$ cat src/rtl/wishbone_dual.sv
// Dual-role Wishbone B4 classic bridge.
// Master side: an external agent moves one EXT_RW_WIDTH word as BEATS bus beats.
// Slave side: bus masters burst-write into, or burst-read from, an EXT_RW_WIDTH staging word.
// Handshake: a beat transfers when cyc & stb are high and ack is returned; the
// slave ack is registered and lasts exactly one cycle, and the master holds
// cyc/stb/adr/dat stable until it sees ack.
module wishbone_dual #(
  parameter int ADDR_WIDTH   = 32,
  parameter int DATA_WIDTH   = 32,
  parameter int EXT_RW_WIDTH = 32
) (
  input  logic                      clk,
  input  logic                      rst,
  input  logic                      wbs_cyc_i,
  input  logic                      wbs_stb_i,
  input  logic                      wbs_we_i,
  input  logic [ADDR_WIDTH-1:0]     wbs_adr_i,
  input  logic [DATA_WIDTH-1:0]     wbs_dat_i,
  input  logic [DATA_WIDTH/8-1:0]   wbs_sel_i,
  input  logic [2:0]                wbs_cti_i,
  input  logic [1:0]                wbs_bte_i,
  output logic [DATA_WIDTH-1:0]     wbs_dat_o,
  output logic                      wbs_ack_o,
  output logic                      wbm_cyc_o,
  output logic                      wbm_stb_o,
  output logic                      wbm_we_o,
  output logic [ADDR_WIDTH-1:0]     wbm_adr_o,
  output logic [DATA_WIDTH-1:0]     wbm_dat_o,
  output logic [DATA_WIDTH/8-1:0]   wbm_sel_o,
  output logic [2:0]                wbm_cti_o,
  output logic [1:0]                wbm_bte_o,
  input  logic [DATA_WIDTH-1:0]     wbm_dat_i,
  input  logic                      wbm_ack_i,
  input  logic                      ext_master_req,
  input  logic                      ext_master_we,
  input  logic [ADDR_WIDTH-1:0]     ext_master_addr_read,
  input  logic [ADDR_WIDTH-1:0]     ext_master_addr_write,
  input  logic [EXT_RW_WIDTH-1:0]   ext_master_wdata,
  output logic [EXT_RW_WIDTH-1:0]   ext_master_rdata,
  output logic                      ext_master_read_done,
  output logic                      ext_master_write_done,
  input  logic [EXT_RW_WIDTH-1:0]   ext_slave_wdata,
  output logic [EXT_RW_WIDTH-1:0]   ext_slave_rdata,
  output logic                      ext_slave_we,
  output logic [ADDR_WIDTH-1:0]     ext_slave_addr_read,
  output logic [ADDR_WIDTH-1:0]     ext_slave_addr_write,
  output logic                      ext_slave_read_done,
  output logic                      ext_slave_write_done,
  output logic [1:0]                master_state
);

  localparam int AW    = ADDR_WIDTH;
  localparam int DW    = DATA_WIDTH;
  localparam int EW    = EXT_RW_WIDTH;
  localparam int SW    = DW / 8;
  localparam int BEATS = EW / DW;
  localparam int CW    = $clog2(BEATS) + 1;

  localparam logic [1:0] M_IDLE = 2'd0;
  localparam logic [1:0] M_BEAT = 2'd1;
  localparam logic [1:0] M_GAP  = 2'd2;

  // Burst type/extension are meaningless for classic cycles.
  logic unused_ok;
  assign unused_ok = ^{wbs_cti_i, wbs_bte_i};

  // ---------------- master side ----------------
  logic [1:0]    m_state;
  logic          req_q;
  logic          m_we;
  logic [AW-1:0] m_base;
  logic [EW-1:0] m_wbuf;
  logic [EW-1:0] m_rbuf;
  logic [CW-1:0] m_cnt;
  logic [AW-1:0] m_off;

  assign master_state = m_state;
  assign m_off        = AW'(m_cnt) << 2;

  // Master bus outputs are decoded from the state so they are quiet in IDLE.
  assign wbm_cyc_o = (m_state != M_IDLE);
  assign wbm_stb_o = (m_state == M_BEAT);
  assign wbm_we_o  = wbm_cyc_o & m_we;
  assign wbm_adr_o = wbm_cyc_o ? (m_base + m_off) : '0;
  assign wbm_dat_o = (wbm_cyc_o && m_we) ? m_wbuf[m_cnt*DW +: DW] : '0;
  assign wbm_sel_o = '1;
  assign wbm_cti_o = 3'b000;
  assign wbm_bte_o = 2'b00;

  // Master FSM: edge-detect the request, then walk the beats with a one-cycle gap.
  always_ff @(posedge clk) begin
    if (rst) begin
      m_state               <= M_IDLE;
      req_q                 <= 1'b0;
      m_we                  <= 1'b0;
      m_base                <= '0;
      m_wbuf                <= '0;
      m_rbuf                <= '0;
      m_cnt                 <= '0;
      ext_master_rdata      <= '0;
      ext_master_read_done  <= 1'b0;
      ext_master_write_done <= 1'b0;
    end else begin
      // Sampled every cycle so edges during a transfer are consumed, not queued.
      req_q <= ext_master_req;
      case (m_state)
        M_IDLE: begin
          if (ext_master_req && !req_q) begin
            m_we   <= ext_master_we;
            m_base <= ext_master_we ? ext_master_addr_write : ext_master_addr_read;
            m_wbuf <= ext_master_wdata;
            m_cnt  <= '0;
            if (ext_master_we) ext_master_write_done <= 1'b0;
            else               ext_master_read_done  <= 1'b0;
            m_state <= M_BEAT;
          end
        end
        M_BEAT: begin
          if (wbm_ack_i) begin
            if (!m_we) m_rbuf[m_cnt*DW +: DW] <= wbm_dat_i;
            m_state <= M_GAP;
          end
        end
        M_GAP: begin
          if (m_cnt == CW'(BEATS - 1)) begin
            m_cnt   <= '0;
            m_state <= M_IDLE;
            if (m_we) begin
              ext_master_write_done <= 1'b1;
            end else begin
              ext_master_rdata     <= m_rbuf;
              ext_master_read_done <= 1'b1;
            end
          end else begin
            m_cnt   <= m_cnt + CW'(1);
            m_state <= M_BEAT;
          end
        end
        default: m_state <= M_IDLE;
      endcase
    end
  end

  // ---------------- slave side ----------------
  logic          s_active;
  logic          s_we;
  logic [CW-1:0] s_cnt;
  logic [EW-1:0] s_wbuf;
  logic          s_accept;
  logic          s_first;
  logic [CW-1:0] s_idx;
  logic [CW-1:0] s_cnt_next;
  logic [EW-1:0] s_wbuf_next;

  // Beat decode; a new burst starts from the last published word so a
  // discarded partial burst never leaks into unselected bytes.
  always_comb begin
    s_accept    = wbs_cyc_i & wbs_stb_i & ~wbs_ack_o;
    s_first     = !s_active || (wbs_we_i != s_we);
    s_idx       = s_first ? '0 : s_cnt;
    s_cnt_next  = s_idx + CW'(1);
    s_wbuf_next = s_first ? ext_slave_rdata : s_wbuf;
    for (int b = 0; b < SW; b++) begin
      if (wbs_sel_i[b]) s_wbuf_next[s_idx*DW + b*8 +: 8] = wbs_dat_i[b*8 +: 8];
    end
  end

  // Slave burst tracking, registered ack and read data, completion publishing.
  always_ff @(posedge clk) begin
    if (rst) begin
      s_active             <= 1'b0;
      s_we                 <= 1'b0;
      s_cnt                <= '0;
      s_wbuf               <= '0;
      wbs_ack_o            <= 1'b0;
      wbs_dat_o            <= '0;
      ext_slave_rdata      <= '0;
      ext_slave_we         <= 1'b0;
      ext_slave_addr_read  <= '0;
      ext_slave_addr_write <= '0;
      ext_slave_read_done  <= 1'b0;
      ext_slave_write_done <= 1'b0;
    end else begin
      wbs_ack_o <= s_accept;
      wbs_dat_o <= '0;
      if (s_accept) begin
        ext_slave_we <= wbs_we_i;
        s_we         <= wbs_we_i;
        if (s_first) begin
          if (wbs_we_i) begin
            ext_slave_addr_read <= wbs_adr_i;
            ext_slave_read_done <= 1'b0;
          end else begin
            ext_slave_addr_write <= wbs_adr_i;
            ext_slave_write_done <= 1'b0;
          end
        end
        if (wbs_we_i) s_wbuf    <= s_wbuf_next;
        else          wbs_dat_o <= ext_slave_wdata[s_idx*DW +: DW];
        if (s_cnt_next == CW'(BEATS)) begin
          s_active <= 1'b0;
          s_cnt    <= '0;
          if (wbs_we_i) begin
            ext_slave_rdata     <= s_wbuf_next;
            ext_slave_read_done <= 1'b1;
          end else begin
            ext_slave_write_done <= 1'b1;
          end
        end else begin
          s_active <= 1'b1;
          s_cnt    <= s_cnt_next;
        end
      end else if (!wbs_cyc_i) begin
        s_active <= 1'b0;
        s_cnt    <= '0;
      end
    end
  end

endmodule

$ cat config.mk
export PLATFORM = sky130hd
export DESIGN_NAME = wishbone_dual
export DESIGN_NICKNAME = d
export VERILOG_FILES = /design/src/rtl/wishbone_dual.sv
export SDC_FILE = /design/constraint.sdc
export NUM_CORES = 1
export LEC_CHECK = 0
export ABC_AREA = 0
export CORE_AREA = 2 2 190 192
export DETAILED_ROUTE_END_ITERATION = 10
export DIE_AREA = 0 0 192 194
export PLACE_DENSITY_LB_ADDON = 0.15
export SLEW_MARGIN = 20
export SYNTH_ARGS = -nofsm -noshare
export SYNTH_HDL_FRONTEND = slang
export SYNTH_SLANG_ARGS = --single-unit
$ cat constraint.sdc
create_clock -name clk -period 2.05 [get_ports clk]
set_clock_uncertainty 0.05 [all_clocks]
set_input_delay 0.5125 -clock clk [delete_from_list [all_inputs] [get_ports clk]]
set_output_delay 0.5125 -clock clk [all_outputs]
set_load 0.01 [all_outputs]
# Word-level counts from Yosys, hierarchy flattened

Index checks and enable logic that the tools add are counted.

Add/sub/neg operators: 3
Equal/unequal tests: 11
Shift-type cells: 3
Muxes and demuxes: 27
Bitwise logic cells: 8
Reduce and logical (&&, ||, !) cells: 20

Operators by type and width:

| kind                       | count |
|---|---|
| $mux W32                   | 4 |
| $neg A6 Y34                | 1 |
| $shift A32 B34 Y32 const A | 1 |
| $shiftx A32 B34 Y32        | 1 |
| $add A32 B3 Y32            | 1 |
| $bwmux W32                 | 1 |
| $shiftx A32 B7 Y32         | 1 |
| $mux W24                   | 1 |
| $mux W16                   | 1 |
| $mux W1                    | 13 |
| $ne A2 B2 Y1 const B       | 6 |
| $reduce_and A3 Y1          | 4 |
| $reduce_and A2 Y1          | 5 |
| $reduce_and A5 Y1          | 2 |
| $mux W8                    | 1 |
| $pmux W1 S2                | 3 |
| $pmux W2 S3                | 1 |
| $not A1 Y1                 | 5 |
| $mux W2                    | 2 |
| $ne A2 B1 Y1 const B       | 2 |
| $reduce_bool A2 Y1         | 2 |
| $and A1 B1 Y1              | 3 |
| $reduce_or A3 Y1           | 1 |
| $eq A2 B1 Y1 const B       | 1 |
| 7 further kinds            | 9 |

Bits in registers: 268
Input port bits: 241
Output and inout bits: 244
Logic and storage cells: 91

# Depth between registers and ports, before layout

Gate-level depths: netlist of the first run.

Depth in word-level cells: 4
Depth in mapped cells: 6
Depth with buffers taken out: 3

# Worst setup path after synthesis of the first run

Ideal clock, no wire load.

Path type: register to output
Start: register m_state[0] (netlist: master_state[0])
End: output port wbm_dat_o[14]
Data arrival time: 1253 ps
Setup slack: 235 ps
Stages on the path, launching flop included: 5
Buffers on the path: 2
Cells stage by stage: dfxtp_1 -> or2_2 -> clkbuf_2 -> clkbuf_1 -> and3_1

Longest elaborated chain between the ends: 3

Ends and longest elaborated chain:

| what                   | line | RTL |
|---|---|---|
| start, declared        | 68   | `logic [1:0] m_state;` |
| start signal, assigned | 93   | `m_state <= M_IDLE;` |
| start signal, assigned | 115  | `m_state <= M_BEAT;` |
| start signal, assigned | 121  | `m_state <= M_GAP;` |
| $reduce_bool A2 Y1     | 81   | `assign wbm_cyc_o = (m_state != M_IDLE);` |
| $logic_and A1 B1 Y1    | 85   | `assign wbm_dat_o = (wbm_cyc_o && m_we) ? m_wbuf[m_cnt*DW +: DW] : '0;` |
| $mux W32               | 85   |  |
| end, declared          | 28   | `output logic [DATA_WIDTH-1:0] wbm_dat_o,` |

No other way between the ends.

# Final worst setup path of the first run

Start: register m_state[0] (netlist: master_state[0])
End: output port wbm_adr_o[24]

Longest elaborated chain between the ends: 2

Ends and longest elaborated chain:

| what               | line | RTL |
|---|---|---|
| $reduce_bool A2 Y1 | 81   |  |
| $mux W32           | 84   | `assign wbm_adr_o = wbm_cyc_o ? (m_base + m_off) : '0;` |
| end, declared      | 27   | `output logic [ADDR_WIDTH-1:0] wbm_adr_o,` |

No other way between the ends.

==> out/metrics.yaml, run 1 <==
status:
  outcome: "finished, violations left"
  violations: "negative setup slack"
global_route:
  grt_usage_pct: 18.1
  grt_max_degree: 112
  antenna_found_initial: 4
  grt_pass1_vias: 8894
  grt_pass1_wl_um: 53000
  grt.overflow.total: 0
cells_and_area:
  final_common_cell: "clkdlybuf4s50_1"
  fillCellCount: 3461
  stdcell_area_sq_um: 16200
  final_cell_mix: "clkdlybuf4s50_1 (317), dfxtp_1 (265), nand2_1 (258)"
  area_growth_pct: 66.2
  drive_gt1_share_pct: 12.5
  final_nets: 1806
power:
  leakage_nw: 7.09
  peakVddDrop_uv: 680
  power_density_nw_per_um2: 784
timing:
  worst_slack_ps: -246
  final_hold_viol_count: 0
  maxSlewHeadroom_pct: 60.6
  max_freq_mhz: 436
  rsz0062_at_grt: "true"
  min_period_ps: 2300
  setup_viol: 66
  worst_slew_pin_slew_ps: 591
  report.final.slew_viol_count: 0
  fin_crit_sh_pct: 112
setup_path:
  arrival_ps: 1730
  cp.buffers_inverters: 3
  start_kind: "flip-flop"
  worstSetupStartpoint: "master_state[0]$_SDFFE_PP0P_"
  cp_max_fo: 6
  r2r-start: "master_state[0]$_SDFFE_PP0P_"
  critPathTopFamily: "simple AND/OR/NAND/NOR gates"
  cp_cell_sequence: "or2_4, clkbuf_16, buf_8, and2_4, buf_6"
  slowest_stage: "dfxtp_2"
  cpPeakStageDelay_ps: 320
  critical_path_class: "flip-flop to primary output"
  r2r_slack_ps: 290
  worstPathRequired_ps: 1490
  cp-end-kind: "primary output"
synth:
  synth-seq-cells: 266
  netlist_area_sq_um: 9750
  synth_top_family_by_area: "simple AND/OR/NAND/NOR gates"
  yosys.area_share.simple_pct: 20.6
  synth_area_per_cell_sq_um: 8.75
  ys.flop_type: "dfxtp_1"
  synth_edf_count: 0
  ys_warn_count: 0
  synth-xor-area-share_pct: 0
  synth_compound_area_share_pct: 15.9
  seq_area_frac_synth_pct: 54.6
  synthesis.instances: 1114
  synthArstFlopShare_pct: 0
  yosysUniqueCellTypes: 38
  muxShareOfSynthArea_pct: 3.29
  synthAdderAreaFrac_pct: 0
placement:
  portBuffers: 470
  post_dp_cell_area_sq_um: 15100
  gp_congestion: 0.799
  dp_hpwl_um: 24900
  place_ws_ps: -63.0
clocking:
  cts_buffers: 31
  htree_levels: 1
  cts-root-buf: "clkbuf_16"
  worstSkewPairLatency_ps: 550
  clkTransAtPathRegs_ps: 60
  cts.sinks: 266
  cts_tree: "built"
  clockBufferDepth: 3
  postCtsHoldBufs: 0
route:
  viasPerCell: 4.51
  vias: 9255
  wire_per_inst_um: 17.4
  ant_nets: 0
  firstDrtPassIters: 4
  drtIter0Drc: 335
  drc: 0
  wl_um: 35600
hold_path:
  hp-class: "input port to flip-flop"
  min_from: "rst"
floorplanning:
  die_area_sq_um: 37200
  die_x_um: 192
  ios: 485
  start_util_pct: 27.7
  rows: 69
  fp.dieH_um: 194
  core-area_sq_um: 35200
job:
  maxCapViolations: 0
[per-stage QoR]
| step | util, % | TNS [ps] | total power, mW | hold WS [ps] | std cells |
|---|---|---|---|---|---|
| after global routing | 46.0 | -15990 | 13.2 | 346 | 2052 |
| after global placement | 42.8 | -2480 | 7.04 | 387 | 1986 |
| final | 46.0 | -12390 | 12.7 | 359 | 2053 |
| after detailed placement | 42.8 | -2050 | 7.06 | 394 | 1986 |
| after floorplan | - | 0 | 6.15 | 382 | 1121 |
| after CTS | 45.5 | -17390 | 12.8 | 322 | 2043 |
[cells in the mapped netlist (2+ instances only)]
cell        n  area (sq um)
conb_1      2          7.51
dfxtp_1   266          5330
buf_4      14           105
nor2_1     35           131
inv_1       8          30.0
a22o_1     32           280
nand2_1   258           968
and2_1     65           407
and3_1     33           206
buf_1       2          7.51
a211oi_1   32           240
nand3_1    32           160
a21oi_1   162           811
clkbuf_1   50           188
mux2i_1    32           320
buf_6       4          45.0
nor2b_1     2          12.5
o21ai_0    33           165
buf_2      32           160
nand3b_1    2          15.0
[what timing repair did]
action	CTS	global route
pin swaps	1	9
buffers inserted	0	6
endpoints found under the setup margin	111	107
gates resized for setup	252	151
gates cloned	1	1
[routing by layer]
metal / vias to the layer above / part of all wire [%] / wire length (um) / track usage (%)
met5: - / 0 / 0 / 0
met4: 0 / 2.6 / 938 / 5.74
met3: 53 / 8.1 / 2900 / 4.87
met2: 306 / 50 / 17900 / 32.7
met1: 4270 / 39 / 13900 / 20.5
li1: 4626 / - / - / -
[cell type report]
cell class / count / area (sq um) / share of cell area, %
Clock inverter: 14 / 178 / 1.10
Clock buffer: 42 / 887 / 5.47
Tap cell: 461 / 577 / 3.56
Multi-Input combinational cell: 744 / 4040 / 24.9
Antenna cell: 4 / 10.0 / 0.0618
Timing Repair Buffer: 514 / 5150 / 31.8
Sequential cell: 266 / 5330 / 32.9
Inverter: 8 / 30.0 / 0.185
[logic make-up (layout without fill, tap and decap cells)]
logic type,Yosys count,after routing
AO/OA/AOI/OAI,265,265
buffers and inverters,111,578
flip-flops,266,266
multiplexers,32,32
other,2,13
AND/OR/NAND/NOR,438,438
[where the power goes]
| part | switching, mW | internal (mW) |
|---|---|---|
| combinational | 0.674 | 0.836 |
| sequential | 0.0858 | 5.36 |
| clock | 2.23 | 3.51 |
[worst paths after layout]
check	end	depth (start not counted)
max reg2reg	m_wbuf[29]$_SDFFE_PP0P_	6
min	ext_slave_write_done$_SDFFE_PP0P_	3
max	wbm_adr_o[24]	5
min reg2reg	ext_slave_write_done$_SDFFE_PP0P_	1
[state kept, by name, summed over array words and instances (netlist names)]
register               cells
m_we                       1
ext_master_read_done       1
ext_slave_write_done       1
wbs_dat_o                 32
s_we                       1
ext_slave_read_done        1
ext_slave_addr_read       32
master_state               2
ext_slave_addr_write      32
m_base                    32
wbs_ack_o                  1
m_rbuf                    32
ext_master_write_done      1
s_wbuf                    32
ext_master_rdata          32
m_wbuf                    32
req_q                      1
[worst register-to-register path: cells and delay by family, from the launching register on]
kind                   cells  cell delay (ps)
AOI/OAI and AO/OA          1               70
buffers and inverters      3              520
DFF                        1              320
and+or+nand+nor            2              670
No activity file was read; power rests on OpenSTA's default activity.
==> run 2, diff against run 1 <==
--- a/config.mk
+++ b/config.mk
@@ -9,7 +9,8 @@
 export CORE_AREA = 2 2 190 192
 export DETAILED_ROUTE_END_ITERATION = 10
 export DIE_AREA = 0 0 192 194
-export PLACE_DENSITY_LB_ADDON = 0.15
+export HOLD_SLACK_MARGIN = 0.12
+export PLACE_DENSITY = 0.67
 export SLEW_MARGIN = 20
 export SYNTH_ARGS = -nofsm -noshare
 export SYNTH_HDL_FRONTEND = slang
==> run 2 against run 1 <==
  * The flow still finishes with violations (negative setup slack)
  * Global-route usage shrank 0.31 points
  * Setup slack lost 30 ps
  * Clock-buffer cell count grew 4
  * Largest power group unchanged
  * Non-clock buffer count grew 8
  * Power grew 4.4%
  * Utilization grew 1.5 points
  * Worst hold slack lost 120 ps
  * Flip-flop and latch count is the same
  * Sequential share of layout area shrank 1.0 points
  * First-iteration DRC count grew 21%
  * Largest cell class is now non-clock buffers
  * Final area grew 3.3%
==> out/metrics.yaml, run 2 (synthesized netlist as in run 1, its figures left out) <==
timing:
  final_hold_viol_count: 0
  worst_slack_ps: -276
  whs_ps: 237
  max_freq_mhz: 430
  worst_slew_pin_slew_ps: 761
  fin_crit_sh_pct: 113
  report.final.slew_viol_count: 0
  min_period_ps: 2330
  setup_tns_ps: -14190
  rsz0062_at_grt: "true"
  setup_viol: 67
  maxSlewHeadroom_pct: 49.3
clocking:
  clockBufferDepth: 3
  worstSkewPairLatency_ps: 570
  cts_tree: "built"
  htree_levels: 1
  clkTransAtPathRegs_ps: 60
  cts_buffers: 31
  cts-root-buf: "clkbuf_16"
  cts.sinks: 266
floorplanning:
  die_x_um: 192
  die_area_sq_um: 37200
  rows: 69
  fp.dieH_um: 194
  core-area_sq_um: 35200
  start_util_pct: 27.7
  ios: 485
placement:
  gp_congestion: 0.860
  dp_hpwl_um: 24200
  portBuffers: 470
  place_ws_ps: -67.6
setup_path:
  cp_max_fo: 7
  cp-end-kind: "primary output"
  worstPathRequired_ps: 1490
  arrival_ps: 1760
  r2r_slack_ps: 330
  start_kind: "flip-flop"
  r2r_cells: 5
  critical_path_class: "flip-flop to primary output"
global_route:
  grt.overflow.total: 0
  antenna_found_initial: 3
  grt_pass1_wl_um: 52300
  grt_pass1_vias: 9014
  grt_max_degree: 161
  grt_usage_pct: 17.8
route:
  wire_per_inst_um: 17.4
  ant_nets: 0
  drc: 0
  vias: 9498
  wl_um: 35900
  drtIter0Drc: 406
  viasPerCell: 4.61
  firstDrtPassIters: 5
power:
  pwr-share-clk_pct: 46.7
  power_density_nw_per_um2: 792
  seq_power_share_pct: 41.2
  intPower_mw: 10.2
  leakage_nw: 7.35
  combPwrFrac_pct: 12.2
  swShare_pct: 23.1
  peakVddDrop_uv: 723
  power_mw: 13.3
  p_sw_mw: 3.06
hold_path:
  hp-class: "input port to flip-flop"
  min_path_cells: 3
cells_and_area:
  final_cell_mix: "clkdlybuf4s50_1 (267), dfxtp_1 (264), nand2_1 (258)"
  drive_gt1_share_pct: 15.4
  fillCellCount: 3346
  antenna_cells: 0
  final_nets: 1815
  area_growth_pct: 71.6
  final_common_cell: "clkdlybuf4s50_1"
status:
  outcome: "finished, violations left"
  violations: "negative setup slack"
job:
  maxCapViolations: 0
## run 2: timing repair
action	4_1_cts	5_1_grt
cloned	1	10
hold buffers	0	0
setup endpoints to repair	170	99
pin swaps	1	34
buffers inserted	0	1
resized for setup	311	236
## run 2: final cells by class
cell class	count	area, sq um	area share, %
Clock inverter	12	229	1.37
Inverter	8	30.0	0.179
Multi-Input combinational cell	745	4180	25.0
Timing Repair Buffer	522	5450	32.5
Sequential cell	266	5330	31.9
Tap cell	461	577	3.45
Clock buffer	46	942	5.63
## run 2: through the flow
step | area (sq um) | utilization [%] | instances
after floorplan | 9780 | - | 1121
after global placement | 15100 | 42.7 | 1990
after detailed placement | 15100 | 42.7 | 1990
after CTS | 16000 | 45.5 | 2049
after global routing | 16700 | 47.5 | 2060
final | 16700 | 47.5 | 2060
## run 2: critical path: stages (launching register included)
cell and delay, ps:
dfxtp_4 350, or2_4 350, clkbuf_16 190, and3_4 180
buf_6 110
## run 2: layer usage
layer	global-route usage [%]	share of wire [%]
met5	0	0.084
met3	4.09	6.6
met2	30.6	49
met1	21.8	41
met4	5.77	2.9
## run 2: worst paths after layout
path,startpoint,end
max reg2reg,master_state[0]$_SDFFE_PP0P_,m_wbuf[18]$_SDFFE_PP0P_
min reg2reg,m_rbuf[14]$_SDFFE_PP0P_,ext_master_rdata[14]$_SDFFE_PP0P_
min,rst,ext_slave_write_done$_SDFFE_PP0P_
max,master_state[0]$_SDFFE_PP0P_,wbm_dat_o[18]
## run 2: power by group through the flow
stage | clock network (mW) | registers [mW] | logic, mW
after global routing | 6.60 | 5.48 | 1.73
after floorplan | 0 | 5.58 | 0.569
after detailed placement | 0 | 5.56 | 1.50
after CTS | 6.38 | 5.45 | 1.48
after global placement | 0 | 5.56 | 1.48
final | 6.18 | 5.46 | 1.61
